## src/rtl/alu_elem_sequencer.sv

```systemverilog
// rtl/alu_elem_sequencer.sv - element sequencer feeding the vector ALU and retiring its results
//
// Accepts one vector request (opcode, element count, masking), reads operands
// element by element from the lane register file, issues them to the ALU and
// follows every issued element through the fixed ALU latency to generate the
// register-file writeback with the correct element index.
//
// Ports:
//   clk_i, resetn_i               clock, asynchronous active-low reset
//   req_valid_i/req_ready_o       request handshake
//   req_ocode_i/vl_i/masked_i     request opcode, element count (0..VLEN_MAX), masking enable
//   stall_i                       hold operand issue this cycle
//   rd_en_o/rd_idx_o              operand read strobe and element index
//   rd_a/b/c_i, rd_mask_i         combinational operand read data and mask bit
//   alu_valid_o, alu_mask_e_o     registered ALU operand valid and mask/carry bit
//   alu_a/b/c_o, alu_ocode_o      registered operands, latched opcode
//   alu_q_i                       ALU result, PIPE_ST cycles after alu_valid_o
//   wb_en_o/wb_idx_o/wb_data_o    register-file writeback
//   busy_o, done_o                not idle, one-cycle completion pulse
module alu_elem_sequencer #(
    parameter int  DATA_WIDTH = 32,
    parameter int  PIPE_ST    = 3,
    parameter int  VLEN_MAX   = 32,
    localparam int IDX_W      = $clog2(VLEN_MAX)
) (
    input  logic                  clk_i,
    input  logic                  resetn_i,
    input  logic                  req_valid_i,
    output logic                  req_ready_o,
    input  logic [6:0]            req_ocode_i,
    input  logic [IDX_W:0]        req_vl_i,
    input  logic                  req_masked_i,
    input  logic                  stall_i,
    output logic                  rd_en_o,
    output logic [IDX_W-1:0]      rd_idx_o,
    input  logic [DATA_WIDTH-1:0] rd_a_i,
    input  logic [DATA_WIDTH-1:0] rd_b_i,
    input  logic [DATA_WIDTH-1:0] rd_c_i,
    input  logic                  rd_mask_i,
    output logic                  alu_valid_o,
    output logic                  alu_mask_e_o,
    output logic [DATA_WIDTH-1:0] alu_a_o,
    output logic [DATA_WIDTH-1:0] alu_b_o,
    output logic [DATA_WIDTH-1:0] alu_c_o,
    output logic [6:0]            alu_ocode_o,
    input  logic [DATA_WIDTH-1:0] alu_q_i,
    output logic                  wb_en_o,
    output logic [IDX_W-1:0]      wb_idx_o,
    output logic [DATA_WIDTH-1:0] wb_data_o,
    output logic                  busy_o,
    output logic                  done_o
);

    typedef enum logic [1:0] {
        S_IDLE,
        S_ISSUE,
        S_DRAIN
    } state_t;

    localparam logic [IDX_W:0] CNT_ONE = {{IDX_W{1'b0}}, 1'b1};

    state_t                r_state;
    state_t                w_state_nxt;

    // Counter is one bit wider than the index so vl = VLEN_MAX never wraps.
    logic [IDX_W:0]        r_cnt;
    logic [IDX_W:0]        r_vl;
    logic                  r_masked;
    logic [6:0]            r_ocode;

    logic                  r_alu_valid;
    logic                  r_alu_mask;
    logic                  r_alu_active;
    logic [IDX_W-1:0]      r_alu_idx;
    logic [DATA_WIDTH-1:0] r_alu_a;
    logic [DATA_WIDTH-1:0] r_alu_b;
    logic [DATA_WIDTH-1:0] r_alu_c;

    // Tracker: stage k holds the element issued to the ALU k+1 cycles ago;
    // the last stage lines up with alu_q_i.
    logic [PIPE_ST-1:0]    r_trk_vld;
    logic [PIPE_ST-1:0]    r_trk_act;
    logic [IDX_W-1:0]      r_trk_idx [PIPE_ST];

    logic                  r_done;

    logic                  w_accept;
    logic                  w_rd_en;
    logic                  w_last;
    logic                  w_inflight;
    logic                  w_done_nxt;

    always_ff @(posedge clk_i or negedge resetn_i) begin
        if (!resetn_i) begin
            r_state <= S_IDLE;
        end else begin
            r_state <= w_state_nxt;
        end
    end

    always_comb begin
        w_state_nxt = r_state;
        w_accept    = 1'b0;
        w_rd_en     = 1'b0;
        w_done_nxt  = 1'b0;
        w_last      = ((r_cnt + CNT_ONE) == r_vl);
        // Elements still in flight after this cycle's shift: anything at the
        // ALU input or in any tracker stage except the one retiring now.
        w_inflight  = r_alu_valid;
        for (int i = 0; i < PIPE_ST - 1; i++) begin
            w_inflight = w_inflight | r_trk_vld[i];
        end
        unique case (r_state)
            S_IDLE: begin
                if (req_valid_i) begin
                    w_accept = 1'b1;
                    if (req_vl_i == '0) begin
                        w_done_nxt = 1'b1;
                    end else begin
                        w_state_nxt = S_ISSUE;
                    end
                end
            end
            S_ISSUE: begin
                w_rd_en = !stall_i;
                if (!stall_i && w_last) begin
                    w_state_nxt = S_DRAIN;
                end
            end
            S_DRAIN: begin
                if (!w_inflight) begin
                    w_done_nxt  = 1'b1;
                    w_state_nxt = S_IDLE;
                end
            end
            default: begin
                w_state_nxt = S_IDLE;
            end
        endcase
    end

    always_ff @(posedge clk_i or negedge resetn_i) begin
        if (!resetn_i) begin
            r_cnt        <= '0;
            r_vl         <= '0;
            r_masked     <= 1'b0;
            r_ocode      <= '0;
            r_alu_valid  <= 1'b0;
            r_alu_mask   <= 1'b0;
            r_alu_active <= 1'b0;
            r_alu_idx    <= '0;
            r_alu_a      <= '0;
            r_alu_b      <= '0;
            r_alu_c      <= '0;
            r_trk_vld    <= '0;
            r_trk_act    <= '0;
            for (int i = 0; i < PIPE_ST; i++) begin
                r_trk_idx[i] <= '0;
            end
            r_done       <= 1'b0;
        end else begin
            r_done      <= w_done_nxt;
            r_alu_valid <= w_rd_en;

            if (w_accept) begin
                r_ocode  <= req_ocode_i;
                r_vl     <= req_vl_i;
                r_masked <= req_masked_i;
                r_cnt    <= '0;
            end else if (w_rd_en) begin
                r_cnt <= r_cnt + CNT_ONE;
            end

            // Masked-off elements are still issued; the mask bit doubles as
            // carry-in, so it is forwarded regardless of masking.
            if (w_rd_en) begin
                r_alu_a      <= rd_a_i;
                r_alu_b      <= rd_b_i;
                r_alu_c      <= rd_c_i;
                r_alu_mask   <= rd_mask_i;
                r_alu_active <= !r_masked | rd_mask_i;
                r_alu_idx    <= r_cnt[IDX_W-1:0];
            end

            // The tracker follows the ALU pipeline, which never stalls.
            r_trk_vld[0] <= r_alu_valid;
            r_trk_act[0] <= r_alu_active;
            r_trk_idx[0] <= r_alu_idx;
            for (int i = 1; i < PIPE_ST; i++) begin
                r_trk_vld[i] <= r_trk_vld[i-1];
                r_trk_act[i] <= r_trk_act[i-1];
                r_trk_idx[i] <= r_trk_idx[i-1];
            end
        end
    end

    assign req_ready_o  = (r_state == S_IDLE);
    assign busy_o       = (r_state != S_IDLE);
    assign rd_en_o      = w_rd_en;
    assign rd_idx_o     = r_cnt[IDX_W-1:0];
    assign alu_valid_o  = r_alu_valid;
    assign alu_mask_e_o = r_alu_mask;
    assign alu_a_o      = r_alu_a;
    assign alu_b_o      = r_alu_b;
    assign alu_c_o      = r_alu_c;
    assign alu_ocode_o  = r_ocode;
    assign wb_en_o      = r_trk_vld[PIPE_ST-1] & r_trk_act[PIPE_ST-1];
    assign wb_idx_o     = r_trk_idx[PIPE_ST-1];
    assign wb_data_o    = alu_q_i;
    assign done_o       = r_done;

endmodule

```

## config.mk

```make
export PLATFORM = sky130hd
export DESIGN_NAME = alu_elem_sequencer
export DESIGN_NICKNAME = d
export VERILOG_FILES = /design/src/rtl/alu_elem_sequencer.sv
export SDC_FILE = /design/constraint.sdc
export NUM_CORES = 1
export LEC_CHECK = 0
export CORE_ASPECT_RATIO = 0.6
export CORE_UTILIZATION = 30
export CTS_CLUSTER_SIZE = 8
export DETAILED_ROUTE_END_ITERATION = 12
export HOLD_SLACK_MARGIN = 0.08
export PLACE_DENSITY = 0.62
export RECOVER_POWER = 50
export SLEW_MARGIN = 30
export SYNTH_ARGS = -nofsm -noshare
export SYNTH_HDL_FRONTEND = slang
export SYNTH_SLANG_ARGS = --single-unit
```

## constraint.sdc

```tcl
create_clock -name clk_i -period 2.6 [get_ports clk_i]
set_input_delay 0.26 -clock clk_i [delete_from_list [all_inputs] [get_ports clk_i]]
set_output_delay 0.26 -clock clk_i [all_outputs]
set_load 0.05 [all_outputs]
```

==> results of run 1 <==
==> final cells by class <==
class	count	share of cell area, %
Sequential cell	148	42.26
Clock inverter	9	1.727
Clock buffer	22	5.410
Timing Repair Buffer	243	27.97
Multi-Input combinational cell	372	18.64
Inverter	4	0.1999
Tap cell	266	3.797
==> cells by family (layout without fill, tap and decap cells) <==
group | count (synthesis) | after routing | share of synthesized area, %
multiplexers | 14 | 14 | 2.675
flip-flops | 148 | 148 | 62.83
adder cells (fa/ha/maj) | 1 | 1 | 0.2122
XOR/XNOR | 10 | 10 | 1.486
buffers and inverters | 72 | 278 | 9.319
AO/OA/AOI/OAI | 15 | 15 | 1.592
AND/OR/NAND/NOR | 332 | 332 | 21.89
==> through the flow <==
stage / setup WS, ns / cells
after CTS: 0.4468 / 1064
final: 0.4984 / 1064
after detailed placement: 0.7798 / 1032
after global routing: 0.4074 / 1064
after global placement: 0.8047 / 1032
after floorplan: 0.5237 / 592
==> sequential cells by signal (all words and copies together) (netlist names), 6 cells and up <==
name	flops
r_trk_idx	10
alu_c_o	32
r_cnt	6
alu_ocode_o	7
alu_a_o	32
r_vl	6
alu_b_o	32
==> worst max path at each step <==
stage	startpoint	end	slack [ns]	depth (start not counted)
final	r_state[1]	req_ready_o	0.50	2
after global routing	r_state[1]	req_ready_o	0.41	2
after CTS	r_state[0]	req_ready_o	0.45	2
after detailed placement	req_vl_i[3]	done_o	0.78	5
after global placement	stall_i	alu_c_o[27]	0.80	6
after floorplan	r_state[0]	alu_ocode_o[6]	0.52	5
==> cell usage in the layout (no fill, tap or decap), drive strengths merged <==
cell and instances:
a21oi 2, nor4 1, clkbuf 24, a31oi 1, clkinvlp 1, o22ai 1, o2111ai 1, clkdlybuf4s50 231
ha 1, nor3 3, nand2b 1, nand2 311, dfrtp 148, nor2 8, xnor2 5, bufinv 4
o31ai 1, or2 1, clkinv 4, dlygate4sd3 2, and2 3, nand3 2, mux2 14, or4 1
a211oi 1, xor2 5, o21ai 7, inv 4, a21o 1, nand3b 1, buf 8
==> where the power goes <==
| part | leakage [nW] | internal [mW] | switching (mW) |
|---|---|---|---|
| sequential | 1.82 | 3.24 | 0.538 |
| clock | 0.306 | 1.67 | 0.922 |
| combinational | 2.01 | 1.94 | 3.99 |
==> per-layer routing <==
metal	vias up	global-route usage, %	wire [µm]
li1	2168	-	-
met1	2079	20.45	6962
met2	191	21.65	5965
met3	20	8.311	1842
met4	0	6.389	218
met5	-	0	0
==> flow_summary.ini, run 1 <==
[timing]
setup_viol_count_final = 0
rsz0062_at_grt = false
final-hold-violation-count = 0
hold_ws_ns = 0.3441
fmax_ghz = 0.4758
finalClockSkew_ns = 0.005549
tns_ns = 0
fin_crit_sh_pct = 80.83
worst_slew_pin_slew_ns = 1.569
slew_headroom_pct = -4.590
maxSlewViolCount = 61
fin_crit_ns = 2.102

[route]
detail_route.vias_per_cell = 4.190
drc = 0
ant_nets = 0
drtPass1Iterations = 4
wirelength_um = 14990
vias = 4458
routedWlPerCell_um = 14.09
drt_iter0_drc = 207

[floorplanning]
core_area_mm2 = 0.01913
initial_core_util_pct = 30.82
rows = 39
die-area_mm2 = 0.02023
die_height_um = 110.6
io_pins = 299
fp.dieW_um = 183.0

[cts]
clock_latency_ns = 0.42
cts_tree = done
cts_resized = 0
numCtsBuffers = 17
cts_max_path_buffers = 2
ctsRootBufferMaster = clkbuf_16
cts_setup_buffers = 0
cts.clk_slew.worst_paths_ns = 0.06
cts_max_level = 4
cts_sinks = 148
postCtsHoldBufs = 1

[logic_synthesis]
synth_area_mm2 = 0.005894
synth_area_leaders = dfrtp_1 63%, nand2_1 20%, buf_4 5.6%, buf_6 2.5%, mux2_2 2.3%
synth-async-reset-ratio_pct = 100.0
synthCells = 592
synth_area_leader_cell = dfrtp_1
synth_ff_type = dfrtp_1
synth_cell_types = 35
synth_common_cells = 311 x nand2_1, 148 x dfrtp_1, 44 x buf_4, 13 x buf_6, 12 x mux2_2
synth_nets = 740
ys_ff_latch = 148
syn_area_per_cell_um2 = 9.957
yosysTopAreaCellShare_pct = 62.83
yosysWarnings = 0
synth_edf_count = 0
post-synth-top-count-cell = nand2_1
yosysSeqAreaShare_pct = 62.83

[worst_hold_path]
worstHoldStart = r_trk_idx[12]
worstHoldPathType = reg -> reg
min_to = r_trk_idx[7]
hold_depth = 0

[finish]
layout.nets = 934
n_antenna_cell = 0
fillCellCount = 1823
seqCellArea_mm2 = 0.003704
synthToLayoutAreaGrowth_pct = 48.69
multi_input_area_mm2 = 0.001634
post-route-util_pct = 45.82
drive_gt1_share_pct = 6.767
final_area_mm2 = 0.008765

[global_route]
grt_overflow = 0
grt_usage_pct = 15.72
grt_pass1_wl_um = 24470
first_global_vias = 4559
grt_max_degree = 109
antenna_found_initial = 0

[critical_path]
regToRegSetupSlack_ns = 0.80
start_kind = flip-flop
r2r_end = r_state[1]
critPathBufInv = 1
path_delay_family = buffers and inverters
rr_startpoint = r_cnt[0]
critPathMaxFanout = 5
endpoint_kind = output pin
crit_path_top_delay_cell = clkdlybuf4s50_1
cp_cell_sequence = nor2_1 > clkdlybuf4s50_1
critPathKind = reg -> out
critPathMaxStageDelay_ns = 0.83
cp.arrival_ns = 1.84
r2r_cells = 6
required_ns = 2.34

[power_and_ir_drop]
power_density_mw_per_mm2 = 1404
p_leak_nw = 4.145
power_mw = 12.30
ir_worst_vdd_uv = 788.0

[placement]
dp_hpwl_um = 10360
placed_cell_area_mm2 = 0.008149
gp_congestion = 0.7291
portBuffers = 234

[run]
cap_violations = 1

[status]
violations = capacitance limit, slew limit
status = finished, violations left
No activity file was read; power rests on OpenSTA's default activity.
==> run 2: changes to the inputs <==
==> constraint.sdc (replaced) <==
create_clock -name clk_i -period 2.1 [get_ports clk_i]
set_input_delay 0.21 -clock clk_i [delete_from_list [all_inputs] [get_ports clk_i]]
set_output_delay 0.21 -clock clk_i [all_outputs]
set_load 0.05 [all_outputs]
==> flow_summary.ini, run 2 (synthesized netlist as in run 1, its figures left out) <==
[finish]
drive_gt1_share_pct = 7.241
synthToLayoutAreaGrowth_pct = 48.55
post-route-util_pct = 45.77
final-instance-count-excl-fill = 1067
layout_commonest_cell = nand2_1
n_antenna_cell = 0
layout.nets = 936
fillCellCount = 1831
layout_common_cells = 311 x nand2_1, 230 x clkdlybuf4s50_1, 148 x dfrtp_1, 17 x clkbuf_16, 12 x mux2_2

[cts]
clock_latency_ns = 0.42
cts_max_path_buffers = 2
ctsRootBufferMaster = clkbuf_16
cts_sinks = 148
cts_max_level = 4
cts_tree = done
cts.clk_slew.worst_paths_ns = 0.06
numCtsBuffers = 17

[route]
ant_nets = 0
drt_iter0_drc = 221
vias = 4425
detail_route.vias_per_cell = 4.147
routedWlPerCell_um = 14.16
drtPass1Iterations = 4
drc = 0
wirelength_um = 15100

[critical_path]
required_ns = 1.89
critPathMaxFanout = 7
cp_cell_sequence = clkdlybuf4s50_1
r2r_end = r_cnt[0]
rr_startpoint = r_state[1]
critPathMaxStageDelay_ns = 0.87
critPathKind = reg -> out
endpoint_kind = output pin
regToRegSetupSlack_ns = 0.19
path_delay_family = buffers and inverters
cp.arrival_ns = 1.79
crit_path_top_delay_cell = clkdlybuf4s50_1
start_kind = flip-flop
r2r_cells = 6
critPathBufInv = 1

[global_route]
antenna_found_initial = 0
first_global_vias = 4545
grt_pass1_wl_um = 24290
grt_usage_pct = 15.70
grt_overflow = 0
grt_max_degree = 62

[timing]
maxSlewViolCount = 0
tns_ns = 0
setup_viol_count_final = 0
finalClockSkew_ns = 0.006618
rsz0062_at_grt = false
fin_crit_sh_pct = 95.40
slew_headroom_pct = 15.06
hold_ws_ns = 0.3149
fmax_ghz = 0.4992
worst_slew_pin_slew_ns = 1.274
final-hold-violation-count = 0
fin_crit_ns = 2.003

[power_and_ir_drop]
clkPwrFrac_pct = 20.4
ir_worst_vdd_uv = 1018
seqPwrFrac_pct = 31.1
switching_share_pct = 45.02
p_int_mw = 8.309
p_leak_nw = 4.151
combPwrFrac_pct = 48.5
switchingPower_mw = 6.805
power_density_mw_per_mm2 = 1726

[worst_hold_path]
worstHoldStart = rd_a_i[29]
worstHoldPathType = in -> reg
hold_depth = 3
min_to = alu_a_o[29]

[placement]
gp_congestion = 0.7429
portBuffers = 234
dp_hpwl_um = 10580
dpl.cell_count = 1034

[status]
status = finished clean

[run]
cap_violations = 0

[floorplanning]
io_pins = 299
rows = 39
die_height_um = 110.6
core_area_mm2 = 0.01913
initial_core_util_pct = 30.82
fp.dieW_um = 183.0
die-area_mm2 = 0.02023
-- run 2: cell types whose count changed in the layout (fill, tap and decap cells not counted), moves of 2 or more --
cell        change
clkbuf_8        -2
clkinvlp_4      +3
clkbuf_1        -2
clkbuf_4        +3
-- run 2: cell type report --
cell class	instances	area, µm²	area share (%)
tap	266	332.8	3.801
clock inverter	13	157.7	1.801
clock buffer	19	442.9	5.059
sequential	148	3704	42.30
inverter	4	17.52	0.2001
timing repair buffer	245	2470	28.21
multi-input combinational	372	1632	18.63
-- run 2: through the flow --
| stage | power [mW] | area (µm²) | worst slack [ns] |
|---|---|---|---|
| 3_3_place_gp | 12.13 | 8202 | 0.3190 |
| 5_1_grt | 15.92 | 8756 | 0.01417 |
| 6_report | 15.11 | 8756 | 0.09663 |
| 4_1_cts | 15.37 | 8812 | 0.01579 |
| 3_5_place_dp | 12.18 | 8202 | 0.3190 |
| 2_1_floorplan | 9.748 | 5894 | 0.02367 |
-- run 2: timing repair --
| action | in CTS | in global routing |
|---|---|---|
| hold buffers | 1 | 0 |
| endpoints found under the setup margin | 0 | 1 |
| setup buffers | 0 | 0 |
| endpoints found under the hold margin | 46 | 0 |
| gates resized for setup | 0 | 1 |
-- run 2: tightest hold or removal path: stages --
cell and delay, ns:
clkdlybuf4s50_1 0.39, nand2_1 0.05, nand2_1 0.04
-- run 2: worst max path at each step --
stage	cells past startpoint	from	endpoint
finish	1	r_cnt[2]	rd_idx_o[2]
global route	1	r_cnt[2]	rd_idx_o[2]
CTS	2	r_state[0]	req_ready_o
detailed placement	6	r_cnt[0]	r_state[1]
global placement	6	r_cnt[0]	r_state[0]
floorplan	5	r_state[0]	alu_ocode_o[6]
-- run 2: layer usage --
metal | GRT usage [%] | vias to the layer above | part of all wire (%)
met3 | 9.037 | 17 | 12
met1 | 19.67 | 2051 | 45
met5 | 0 | - | 0
met4 | 4.722 | 0 | 1.1
li1 | - | 2168 | -
met2 | 22.69 | 189 | 41
-- run 2: power by group through the flow --
stage	clock, mW	sequential (mW)	combinational (mW)
2_1_floorplan	0	7.67	2.08
3_3_place_gp	0	4.70	7.43
3_5_place_dp	0	4.73	7.46
4_1_cts	3.19	4.71	7.47
5_1_grt	3.34	4.85	7.74
6_report	3.09	4.70	7.33
